--- src/rtl/rect_gen_pkg.sv ---
// Shared types and constants for the rectangle point generator.
`default_nettype none

package rect_gen_pkg;

   typedef enum logic [2:0] {
      IDLE  = 3'd0,
      HORIZ = 3'd1,
      VERT  = 3'd2,
      FILL  = 3'd3,
      DONE  = 3'd4
   } state_t;

   localparam logic MODE_OUTLINE = 1'b0;
   localparam logic MODE_FILL    = 1'b1;

   // Which edge of an outline pair is being emitted
   typedef enum logic {
      SIDE_FIRST  = 1'b0,
      SIDE_SECOND = 1'b1
   } side_t;

endpackage

`default_nettype wire

--- src/rtl/span_counter.sv ---
// Index counter 0..limit-1; wraps to 0 when advanced on its last value.
`default_nettype none

module span_counter #(
   parameter int WIDTH = 32
) (
   input  logic             clk,
   input  logic             rst_n,
   input  logic             clear,
   input  logic             advance,
   input  logic [WIDTH-1:0] limit,
   output logic [WIDTH-1:0] value,
   output logic             last
);

   logic [WIDTH-1:0] value_q;
   logic [WIDTH-1:0] value_d;

   assign last  = (value_q == (limit - WIDTH'(1)));
   assign value = value_q;

   always_comb begin
      value_d = value_q;
      if (clear) begin
         value_d = '0;
      end else if (advance) begin
         value_d = last ? '0 : (value_q + WIDTH'(1));
      end
   end

   always_ff @(posedge clk or negedge rst_n) begin
      if (!rst_n) begin
         value_q <= '0;
      end else begin
         value_q <= value_d;
      end
   end

endmodule

`default_nettype wire

--- src/rtl/rect_point_generator.sv ---
// Streams rectangle points (outline, or raster when RECT_GEN_FILL_EN is defined)
// over a valid/ready handshake.
`default_nettype none

module rect_point_generator
   import rect_gen_pkg::*;
#(
   parameter int WIDTH = 32
) (
   input  logic                    _clock,
   input  logic                    _reset_n,
   input  logic                    _start,
   input  logic signed [WIDTH-1:0] s_x,
   input  logic signed [WIDTH-1:0] s_y,
   input  logic signed [WIDTH-1:0] height,
   input  logic signed [WIDTH-1:0] width,
`ifdef RECT_GEN_FILL_EN
   input  logic                    mode,
`endif
   input  logic                    _ready,
   output logic                    _valid,
   output logic signed [WIDTH-1:0] _out0,
   output logic signed [WIDTH-1:0] _out1,
   output logic                    _done
);

   state_t           state_q, state_d;
   side_t            side_q, side_d;
   logic [WIDTH-1:0] sx_q, sx_d;
   logic [WIDTH-1:0] sy_q, sy_d;
   logic [WIDTH-1:0] h_q, h_d;
   logic [WIDTH-1:0] w_q, w_d;

   logic             i_clr, i_adv, i_last;
   logic             j_clr, j_adv, j_last;
   logic [WIDTH-1:0] i_val, j_val;

   logic             accept;
   logic             empty;
   logic             beat;

   span_counter #(.WIDTH(WIDTH)) u_col (
      .clk     (_clock),
      .rst_n   (_reset_n),
      .clear   (i_clr),
      .advance (i_adv),
      .limit   (w_q),
      .value   (i_val),
      .last    (i_last)
   );

   span_counter #(.WIDTH(WIDTH)) u_row (
      .clk     (_clock),
      .rst_n   (_reset_n),
      .clear   (j_clr),
      .advance (j_adv),
      .limit   (h_q),
      .value   (j_val),
      .last    (j_last)
   );

   assign accept = _start && ((state_q == IDLE) || (state_q == DONE));
   // Either non-positive dimension makes the whole rectangle empty
   assign empty  = (width <= 0) || (height <= 0);
   assign beat   = _valid && _ready;

   always_comb begin
      state_d = state_q;
      side_d  = side_q;
      sx_d    = sx_q;
      sy_d    = sy_q;
      h_d     = h_q;
      w_d     = w_q;
      i_clr   = 1'b0;
      i_adv   = 1'b0;
      j_clr   = 1'b0;
      j_adv   = 1'b0;

      case (state_q)
         IDLE, DONE: begin
            if (accept) begin
               sx_d   = s_x;
               sy_d   = s_y;
               h_d    = height;
               w_d    = width;
               i_clr  = 1'b1;
               j_clr  = 1'b1;
               side_d = SIDE_FIRST;
               if (empty) begin
                  state_d = DONE;
               end else begin
`ifdef RECT_GEN_FILL_EN
                  state_d = (mode == MODE_FILL) ? FILL : HORIZ;
`else
                  state_d = HORIZ;
`endif
               end
            end
         end
         HORIZ: begin
            if (beat) begin
               if (side_q == SIDE_SECOND) begin
                  side_d = SIDE_FIRST;
                  i_adv  = 1'b1;
                  if (i_last) begin
                     state_d = VERT;
                  end
               end else begin
                  side_d = SIDE_SECOND;
               end
            end
         end
         VERT: begin
            if (beat) begin
               if (side_q == SIDE_SECOND) begin
                  side_d = SIDE_FIRST;
                  j_adv  = 1'b1;
                  if (j_last) begin
                     state_d = DONE;
                  end
               end else begin
                  side_d = SIDE_SECOND;
               end
            end
         end
`ifdef RECT_GEN_FILL_EN
         FILL: begin
            if (beat) begin
               i_adv = 1'b1;
               if (i_last) begin
                  j_adv = 1'b1;
                  if (j_last) begin
                     state_d = DONE;
                  end
               end
            end
         end
`endif
         default: begin
            state_d = IDLE;
         end
      endcase
   end

   always_comb begin
      _valid = 1'b0;
      _out0  = '0;
      _out1  = '0;
      case (state_q)
         HORIZ: begin
            _valid = 1'b1;
            _out0  = sx_q + i_val;
            _out1  = (side_q == SIDE_SECOND) ? (sy_q + h_q - WIDTH'(1)) : sy_q;
         end
         VERT: begin
            _valid = 1'b1;
            _out0  = (side_q == SIDE_SECOND) ? (sx_q + w_q - WIDTH'(1)) : sx_q;
            _out1  = sy_q + j_val;
         end
`ifdef RECT_GEN_FILL_EN
         FILL: begin
            _valid = 1'b1;
            _out0  = sx_q + i_val;
            _out1  = sy_q + j_val;
         end
`endif
         default: begin
            _valid = 1'b0;
         end
      endcase
   end

   assign _done = (state_q == DONE);

   always_ff @(posedge _clock or negedge _reset_n) begin
      if (!_reset_n) begin
         state_q <= IDLE;
         side_q  <= SIDE_FIRST;
         sx_q    <= '0;
         sy_q    <= '0;
         h_q     <= '0;
         w_q     <= '0;
      end else begin
         state_q <= state_d;
         side_q  <= side_d;
         sx_q    <= sx_d;
         sy_q    <= sy_d;
         h_q     <= h_d;
         w_q     <= w_d;
      end
   end

endmodule

`default_nettype wire

--- config.mk ---
export PLATFORM = sky130hd
export DESIGN_NAME = rect_point_generator
export DESIGN_NICKNAME = d
export VERILOG_FILES = /design/src/rtl/rect_gen_pkg.sv /design/src/rtl/span_counter.sv /design/src/rtl/rect_point_generator.sv
export SDC_FILE = /design/constraint.sdc
export NUM_CORES = 1
export LEC_CHECK = 0
export ABC_AREA = 0
export ABC_CLOCK_PERIOD_IN_PS = 5000
export CORE_MARGIN = 5
export CORE_UTILIZATION = 45
export DETAILED_ROUTE_END_ITERATION = 10
export GPL_TIMING_DRIVEN = 0
export PLACE_DENSITY = 0.66
export SLEW_MARGIN = 10
export SYNTH_ARGS = -nofsm -noshare
export SYNTH_HDL_FRONTEND = slang
export SYNTH_SLANG_ARGS = --single-unit
export TNS_END_PERCENT = 30
--- constraint.sdc ---
create_clock -name _clock -period 5 [get_ports _clock]
set_input_delay 0.5 -clock _clock [delete_from_list [all_inputs] [get_ports _clock]]
set_output_delay 0.5 -clock _clock [all_outputs]
set_load 0.005 [all_outputs]
Yosys cells after proc, flatten, opt, wreduce, memory -nomap -nowiden
Index checks and enable logic that the tools add are counted.
{"block": "totals", "ff_bits": 196, "out_inout_bits": 66}
{"block": "op_classes", "n_addsub": 10, "magnitude_cmp": 2, "n_eq_ne": 13, "muxes": 30, "n_reduce_logical": 13}
{"op": "$mux 32", "n": 8}
{"op": "$add 32x32->32", "n": 4}
{"op": "$pmux 32 s2", "n": 2}
{"op": "$sub 32x1->32 const B", "n": 4}
{"op": "$add 32x1->32 const B", "n": 2}
{"op": "$eq 32x32->1", "n": 2}
{"op": "$le 32x1->1 const B", "n": 2}
{"op": "$mux 3", "n": 8}
{"op": "$mux 1", "n": 10}
{"op": "$ne 2x2->1 const B", "n": 5}
{"op": "$pmux 3 s3", "n": 1}
{"op": "$reduce_and 7->1", "n": 1}
{"op": "$ne 2x1->1 const B", "n": 3}
{"op": "$reduce_bool 2->1", "n": 3}
{"op": "$reduce_or 2->1", "n": 2}
{"op": "$eq 3x1->1 const B", "n": 1}
{"op": "$eq 3x2->1 const B", "n": 1}
{"op": "$eq 3x3->1 const B", "n": 1}
{"op": "$logic_not 3->1", "n": 1}
{"op": "$reduce_and 3->1", "n": 1}
{"op": "$logic_and 1x1->1", "n": 2}
{"op": "$logic_or 1x1->1", "n": 2}
{"op": "$pmux 1 s2", "n": 1}
{"op": "$reduce_and 2->1", "n": 1}

Logic depth before layout (Yosys ltp)
Gate-level depths: netlist of run 1.
{"block": "depth", "depth_word": 8, "depth_mapped": 16, "depth_no_buf": 16}

By module
A second synthesis of run 1 with hierarchy kept.
{"block": "hier_totals", "hier_cells": 2698, "hier_area_um2": 20439.6}
{"module": "rect_point_generator", "n_inst": 1, "cells_each": 1808, "area_each_um2": 13783.2, "seq_area_each_um2": 3303.2}
{"module": "span_counter", "n_inst": 2, "cells_each": 445, "area_each_um2": 3328.2, "seq_area_each_um2": 800.8}

Worst setup path before layout of run 1
No wires, ideal clock.
{"block": "synth_timing", "path_type": "reg2out", "startpoint": "reg u_row.value_q[0], in the netlist u_row.value[0]", "endpoint": "out _out1[30]", "arrival_time_ps": 3413, "required_ps": 4500, "setup_slack_ps": 1087, "stages_incl_launch_ff": 13, "cell_sequence": "dfrtp_1 -> ha_1 -> fa_1 -> a21oi_1 -> o21ai_0 -> a2111oi_0 -> and4b_1 -> o31a_1 -> or2_2 -> a311o_1 -> a21oi_1 -> xor2_1 -> o211ai_1"}
{"block": "synth_via", "elab_chain_cells": 2}
{"item": "start, declared", "line_no": "span_counter.sv:16", "rtl": "logic [WIDTH-1:0] value_q;"}
{"item": "start signal, assigned", "line_no": "span_counter.sv:35", "rtl": "value_q <= value_d;"}
{"item": "$add 32x32->32", "line_no": "rect_point_generator.sv:158", "rtl": "_out1 = sy_q + j_val;"}
{"item": "$pmux 32 s2", "line_no": "rect_point_generator.sv:149", "rtl": "case (state_q)"}
{"item": "end, declared", "line_no": "rect_point_generator.sv:23", "rtl": "output logic signed [WIDTH-1:0] _out1,"}
No other way between the ends.

Worst setup path after layout of run 1
{"block": "layout_timing", "startpoint": "reg u_row.value_q[1], in the netlist u_row.value[1]", "endpoint": "out _out1[23]"}
The elaborated chain is that of the path after synthesis.

==> metrics, run 1 <==
outcome complete, no violations; Port Buffer Count 197; Layout area overhead 20.32%; Area after DPL around 22000 µm²; Worst-Margin Slew approximately 1.4 ns; Ys Warns 0; DRC viols 0; final wirelength 74.55 mm; DR pass1 iterations 6; Detailed Place HPWL between 50 and 60 mm; maximum VDD drop between 200 and 250 µV; Final ANT Viol Nets 0; number of buffers created by CTS 17; power per cell area ~340 nW/µm²; Core ar. 43170 µm²; DR WL/cell approximately 22 µm; most numerous cell in the Yosys netlist nand2_1; Tmin final ~4.9 ns; vias in the first global route approximately 20000; nature of the critical path endpoint output pin; Highest Clock Rate 202.4 MHz; FF-to-FF Start w_q[1]; Worst R2R End u_col.value[31]; CTS sink count 196; Post-Syn Area per Cell about 7.6 µm²; # diodes 0; worst setup margin 0.06000 ns; wire length of the first global-routing pass ~110 mm; share of the synthesized area in the top cell type about a quarter; Ports 198; DRT iter0 DRCs 1891; largest net degree at the start of global routing between 70 and 80; CP cell instances ha_1 > a211oi_1 > o211ai_1 > a32oi_2 > a21oi_1 > nor4bb_1 > a21oi_1 > a21bo_2 > a21oi_1 > xor2_1 > o21ai_0 > clkdlybuf4s50_1; DR vias/cell approximately 6.0; synth unique cells 80; Slew HR 8.001%; Max Clock Skew around 0.014 ns; dominant cell type by area after synthesis dfrtp_1; HP Class in -> async; final net count 3146; Worst Path Required 4.50 ns; Lkg Pwr 10.52 nW; initial antenna violation count 1; Reg2Reg Depth 13; Final period util between 90% and 100%; ys async rst share 100.0%; cell mode on critical path a21oi_1; clk root buf clkbuf_16; clock-pin transition on the worst setup and hold timing paths about 0.090 ns; RePlAce Congestion approximately 1; FF+latch count, synth roughly 200; RSZ-0062 raised after global routing yes; Post-synth top flop dfrtp_1; clock buffer depth 2; Max Slew Vio Count 0; total number of vias approximately 20000; Crit Path Category reg -> out; Total GRT Usage a little over 30%; EDFF count, synth 0; Design Power between 0.008 and 0.009 W; CTS H-tree lvls 4; pre-CTS setup slack -0.6246 ns; top post-synthesis cells by area dfrtp_1 (25%), ha_1 (12%), o21ai_0 (6.9%); FP Rows 76; critical path's slowest cell clkdlybuf4s50_1; crit-path max cell delay approximately 0.6 ns; R2R setup slack ~0.24 ns; Initial Utilization 45.50%; Post-Syn Nets approximately 2900; max cap viols 0; GR Overflow Total 0; sequential area share after synthesis 24.97%; TritonCTS clock tree yes; DIE AREA 47930 µm²; layout cells sized above 1 6.208%; Cell Area, Synth ~20000 µm²; Setup TNS 0 ns; Hold Violations, Final 0; Chip Width around 220 µm; clk_lat worst skew roughly 0.51 ns; crit-path max FO 7; design area approximately 24000 µm²; CP Launch Type register; die height approximately 220 µm; Cells after Synth around 2600; top cells by count, synth nand2_1 (301), inv_1 (277), o21ai_0 (271), dfrtp_1 (196), ha_1 (188); Crit path arrival time around 4.4 ns; Setup violations, final 0
per-layer routing:
layer,up-vias,global-route usage (%),wire length (µm)
li1,9661,-,-
met1,9855,38.31,30760
met2,775,52.58,35760
met3,163,4.635,4709
met4,2,12.83,3316
met5,-,0,13
what timing repair did:
item,4_1_cts,5_1_grt
gates resized for setup,75,51
setup endpoints to repair,30,29
hold buffers,1,0
hold endpoints to repair,52,0
pin swaps,17,25
buffers inserted,13,10
layout by cell type, fill, tap and decap left out, types with 12 or more instances in the layout:
cell / instances
nand2b_1: 31
and4_1: 17
a21oi_1: 126
nor3_1: 61
or3_1: 20
buf_4: 27
o21ai_0: 256
o21ai_1: 15
xnor2_1: 102
a31oi_1: 19
a211oi_1: 17
dfrtp_1: 186
nor2b_1: 16
nor2_1: 126
nor3b_1: 12
o21bai_1: 15
xor2_1: 73
clkbuf_1: 80
ha_1: 186
mux2i_1: 46
nor4_1: 43
clkbuf_16: 17
o21a_1: 19
a21o_1: 55
clkdlybuf4s50_1: 186
nand2_1: 301
o211ai_1: 16
nand4_1: 42
and2_1: 18
o22ai_1: 32
nand3_1: 82
and3_1: 38
inv_1: 274
cell families after synthesis:
logic type	after synthesis	share of synthesized area [%]
buf+inv	384	7.478
compound gates	715	22.43
flops	196	24.97
mux	54	2.790
xor+xnor	176	7.847
simple gates	866	22.11
fa+ha+maj	192	12.38
cell type report:
cell class | instances | area (µm²)
Fill cell | 4111 | 19540
Multi-Input combinational cell | 2003 | 13710
Sequential cell | 196 | 4917
Timing Repair Buffer | 223 | 2213
Inverter | 278 | 1044
Tap cell | 585 | 732.0
Clock buffer | 18 | 429.2
Buffer | 103 | 424.2
Clock inverter | 14 | 165.2
where the power goes:
group / switching [W] / internal (W) / leakage [nW] / total (W)
Clock: 0.000742 / 0.000752 / 0.284 / 0.00149
Combinational: 0.00269 / 0.00189 / 7.74 / 0.00458
Sequential: 0.000259 / 0.00177 / 2.50 / 0.00203
Total: 0.00369 / 0.00441 / 10.5 / 0.00810
flip-flops by register name, indices dropped and copies added (netlist names):
name         flops
h_q             32
side_q           1
state_q          3
sx_q            32
sy_q            32
u_col.value     32
u_row.value     32
w_q             32
worst max-delay path by stage:
stage	slack [ns]	end	cells after the start	startpoint
global placement	-5.45	h_q[26]	1	_reset_n
floorplan	1.09	_out1[30]	12	u_row.value[0]
CTS	-0.05	_out0[19]	18	w_q[1]
global route	-0.15	_out1[23]	12	u_row.value[1]
finish	0.06	_out1[23]	12	u_row.value[1]
detailed placement	-0.62	_out0[25]	17	sx_q[1]
worst max-delay path, delay by kind of cell, from the launching register on:
kind / cells / cell delay [ns]
AO/OA/AOI/OAI: 8 / 2.10
adder cells (fa/ha/maj): 1 / 0.31
XOR/XNOR: 1 / 0.08
flip-flops: 1 / 0.54
buffers and inverters: 1 / 0.60
AND/OR/NAND/NOR: 1 / 0.31
stage by stage:
step | util (%) | instances | hold slack (ns)
2_1_floorplan | - | 2583 | 0.2044
3_3_place_gp | 51.77 | 3365 | 0.4986
3_5_place_dp | 51.90 | 3367 | 0.4509
4_1_cts | 54.15 | 3411 | 0.4886
5_1_grt | 54.75 | 3420 | 0.5348
6_report | 54.75 | 3420 | 0.4997
No activity file was read; power rests on OpenSTA's default activity.
==> run 2, diff against run 1 <==
--- a/config.mk
+++ b/config.mk
@@ -7,11 +7,12 @@
 export LEC_CHECK = 0
 export ABC_AREA = 0
 export ABC_CLOCK_PERIOD_IN_PS = 5000
+export CAP_MARGIN = 20
 export CORE_MARGIN = 5
-export CORE_UTILIZATION = 45
+export CORE_UTILIZATION = 50
 export DETAILED_ROUTE_END_ITERATION = 10
 export GPL_TIMING_DRIVEN = 0
-export PLACE_DENSITY = 0.66
+export PLACE_DENSITY = 0.72
 export SLEW_MARGIN = 10
 export SYNTH_ARGS = -nofsm -noshare
 export SYNTH_HDL_FRONTEND = slang
==> metrics, run 2 (synthesis results as in run 1) <==
outcome complete, no violations; crit-path max FO 3 (-4); footprint of the multi-input gates 13640 µm² (-0.49%); clock-pin transition on the worst setup and hold timing paths 0.08 ns (about the same); commonest cells after routing, fill and taps aside nand2_1 (301), inv_1 (274), o21ai_0 (259); Lkg Pwr 10.57 nW (+0.47%); Layout area overhead 19.98%; layout cells sized above 1 5.783% (-0.43 points); largest net degree at the start of global routing 98 (+29%); CTS sink count 196 (unchanged); nature of the critical path endpoint output pin; initial antenna violation count 0 (-1); DR WL/cell 21.85 µm (+0.24%); Crit path buffers/inverters 1 (unchanged); delay-heaviest family, CP compound AO/OA/AOI/OAI gates; wire length of the first global-routing pass 112.2 mm (-0.99%); crit-path max cell delay 0.54 ns (-0.06 ns); Final period util 99.66% (+0.86 points); Setup violations, final 0 (unchanged); WHS 0.4657 ns (-0.03402 ns); maximum VDD drop 261.0 µV (+19%); final net count 3147 (+0.032%); DRC viols 0 (unchanged); DR pass1 iterations 8 (+2); most common cell after layout, fill and taps aside nand2_1; Filler cells 3481 (-15%); Worst-Margin Slew 1.173 ns (-0.2072 ns); Design Power 0.008180 W (+0.98%); FP Rows 72 (-5.3%); Max Clock Skew 0.01086 ns (-0.002641 ns); non-filler cells, final 3355 (-1.9%); clk_lat worst skew 0.48 ns (-0.03 ns); critical path's slowest cell clkdlybuf4s50_1; Hold Violations, Final 0 (unchanged); clk root buf clkbuf_16; vias in the first global route 19940 (+0.075%); Final ANT Viol Nets 0 (unchanged); CP Launch Type register; placed insts 3303 (-1.9%); Ports 198 (unchanged); CP cell instances ha_1 > fa_1 > a21oi_1 > o21ai_2 > a2111oi_4 > and4b_2 > o31a_1 > or2_2 > a311o_1 > a21oi_1 > xor2_1 > o211ai_1 > clkdlybuf4s50_1; HP Class in -> async; RePlAce Congestion 1.010 (+1.1%); DR vias/cell 6.137 (+2.6%); die height 208.2 µm (-4.9%); Crit Path Category reg -> out; final wirelength 73.31 mm (-1.7%); Tmin final 4.983 ns (+0.04305 ns); DRT iter0 DRCs 1804 (-4.6%); Core ar. 38740 µm² (-10%); clock buffer depth 2 (unchanged); Port Buffer Count 197 (unchanged); cell mode on critical path a21oi_1; DIE AREA 43350 µm² (-9.6%); number of buffers created by CTS 17 (unchanged); Crit path arrival time 4.48 ns (+0.04 ns); RSZ-0062 raised after global routing yes; max cap viols 0 (unchanged); Highest Clock Rate 200.7 MHz (-0.86%); total number of vias 20590 (+0.66%); Slew HR 21.81% (+14 points); register area 4912 µm² (-0.10%); Worst Path Required 4.50 ns (about the same); GR Overflow Total 0 (unchanged); Max Slew Vio Count 0 (unchanged); Initial Utilization 50.71% (+5.2 points); Detailed Place HPWL 58.40 mm (-0.64%); power per cell area 347.1 nW/µm² (+1.3%); CTS H-tree lvls 4 (unchanged); TritonCTS clock tree yes; Chip Width 208.2 µm (-4.9%); Total GRT Usage 32.72% (+2.1 points)
## run 2: cell types whose count changed in the layout (fill, tap and decap cells not counted), moves of 3 or more
cell,delta
a21oi_1,+4
a21oi_2,-4
clkinv_4,+4
dfrtp_1,+4
dfrtp_2,-4
o21ai_1,-4
buf_1,+3
buf_4,-3
bufinv_16,+3
inv_8,-3
o21ai_0,+3
## run 2: layout make-up
class                           instances  share of cell area [%]
Multi-Input combinational cell       2003                   57.89
Sequential cell                       196                   20.84
Timing Repair Buffer                  225                   9.556
Inverter                              278                   4.427
Tap cell                              518                   2.750
Clock buffer                           17                   1.805
Buffer                                102                   1.752
Clock inverter                         15                  0.9715
Antenna cell                            1                 0.01062
## run 2: worst register-to-register path: stages (launching register included)
cell	delay, ns
dfrtp_1	0.42
buf_4	0.16
nor4_2	0.59
nand4_1	0.33
nor4b_1	0.39
xnor2_1	0.21
o2111ai_1	0.16
or4_1	0.62
nor4_2	0.65
nor2_1	0.25
buf_2	0.27
buf_1	0.30
a31oi_1	0.24
nand2_1	0.07
## run 2: final timing paths
check / from / end / slack (ns) / cells after the start
max reg2reg: w_q[1] / u_col.value[31] / 0.24 / 13
min reg2reg: sy_q[31] / sy_q[31] / 0.51 / 2
min in group _clock: sy_q[31] / sy_q[31] / 0.51 / 2
min: _reset_n / w_q[9] / 0.47 / 2
max in group asynchronous: _reset_n / u_row.value[26] / 3.70 / 3
max: u_row.value[0] / _out1[30] / 0.02 / 13
## run 2: what timing repair did
action	in CTS	in global routing
endpoints found under the hold margin	29	0
hold buffers	1	0
pin swaps	11	18
resized for setup	53	48
setup buffers	11	10
endpoints found under the setup margin	29	28
## run 2: metal layers
metal | share of wire [%] | GRT usage [%] | vias up
li1 | - | - | 9689
met2 | 47 | 54.45 | 865
met4 | 5.3 | 15.88 | 0
met5 | 0 | 0 | -
met3 | 6.7 | 5.739 | 198
met1 | 41 | 41.24 | 9839
## run 2: power by group
group | switching [W] | internal, W
logic | 0.00269 | 0.00187
registers | 0.000251 | 0.00177
clock network | 0.000715 | 0.000893
total | 0.00365 | 0.00453
## run 2: metrics by stage
step	TNS (ns)	setup slack (ns)	area (µm²)	util, %
floorplan	0	1.087	19640	-
global placement	-1051.62	-5.381	22260	57.47
detailed placement	-1.797	-0.4351	22360	57.72
CTS	-0.01881	-0.01881	23300	60.16
global route	-0.3588	-0.1377	23570	60.84
finish	0	0.01695	23570	60.84
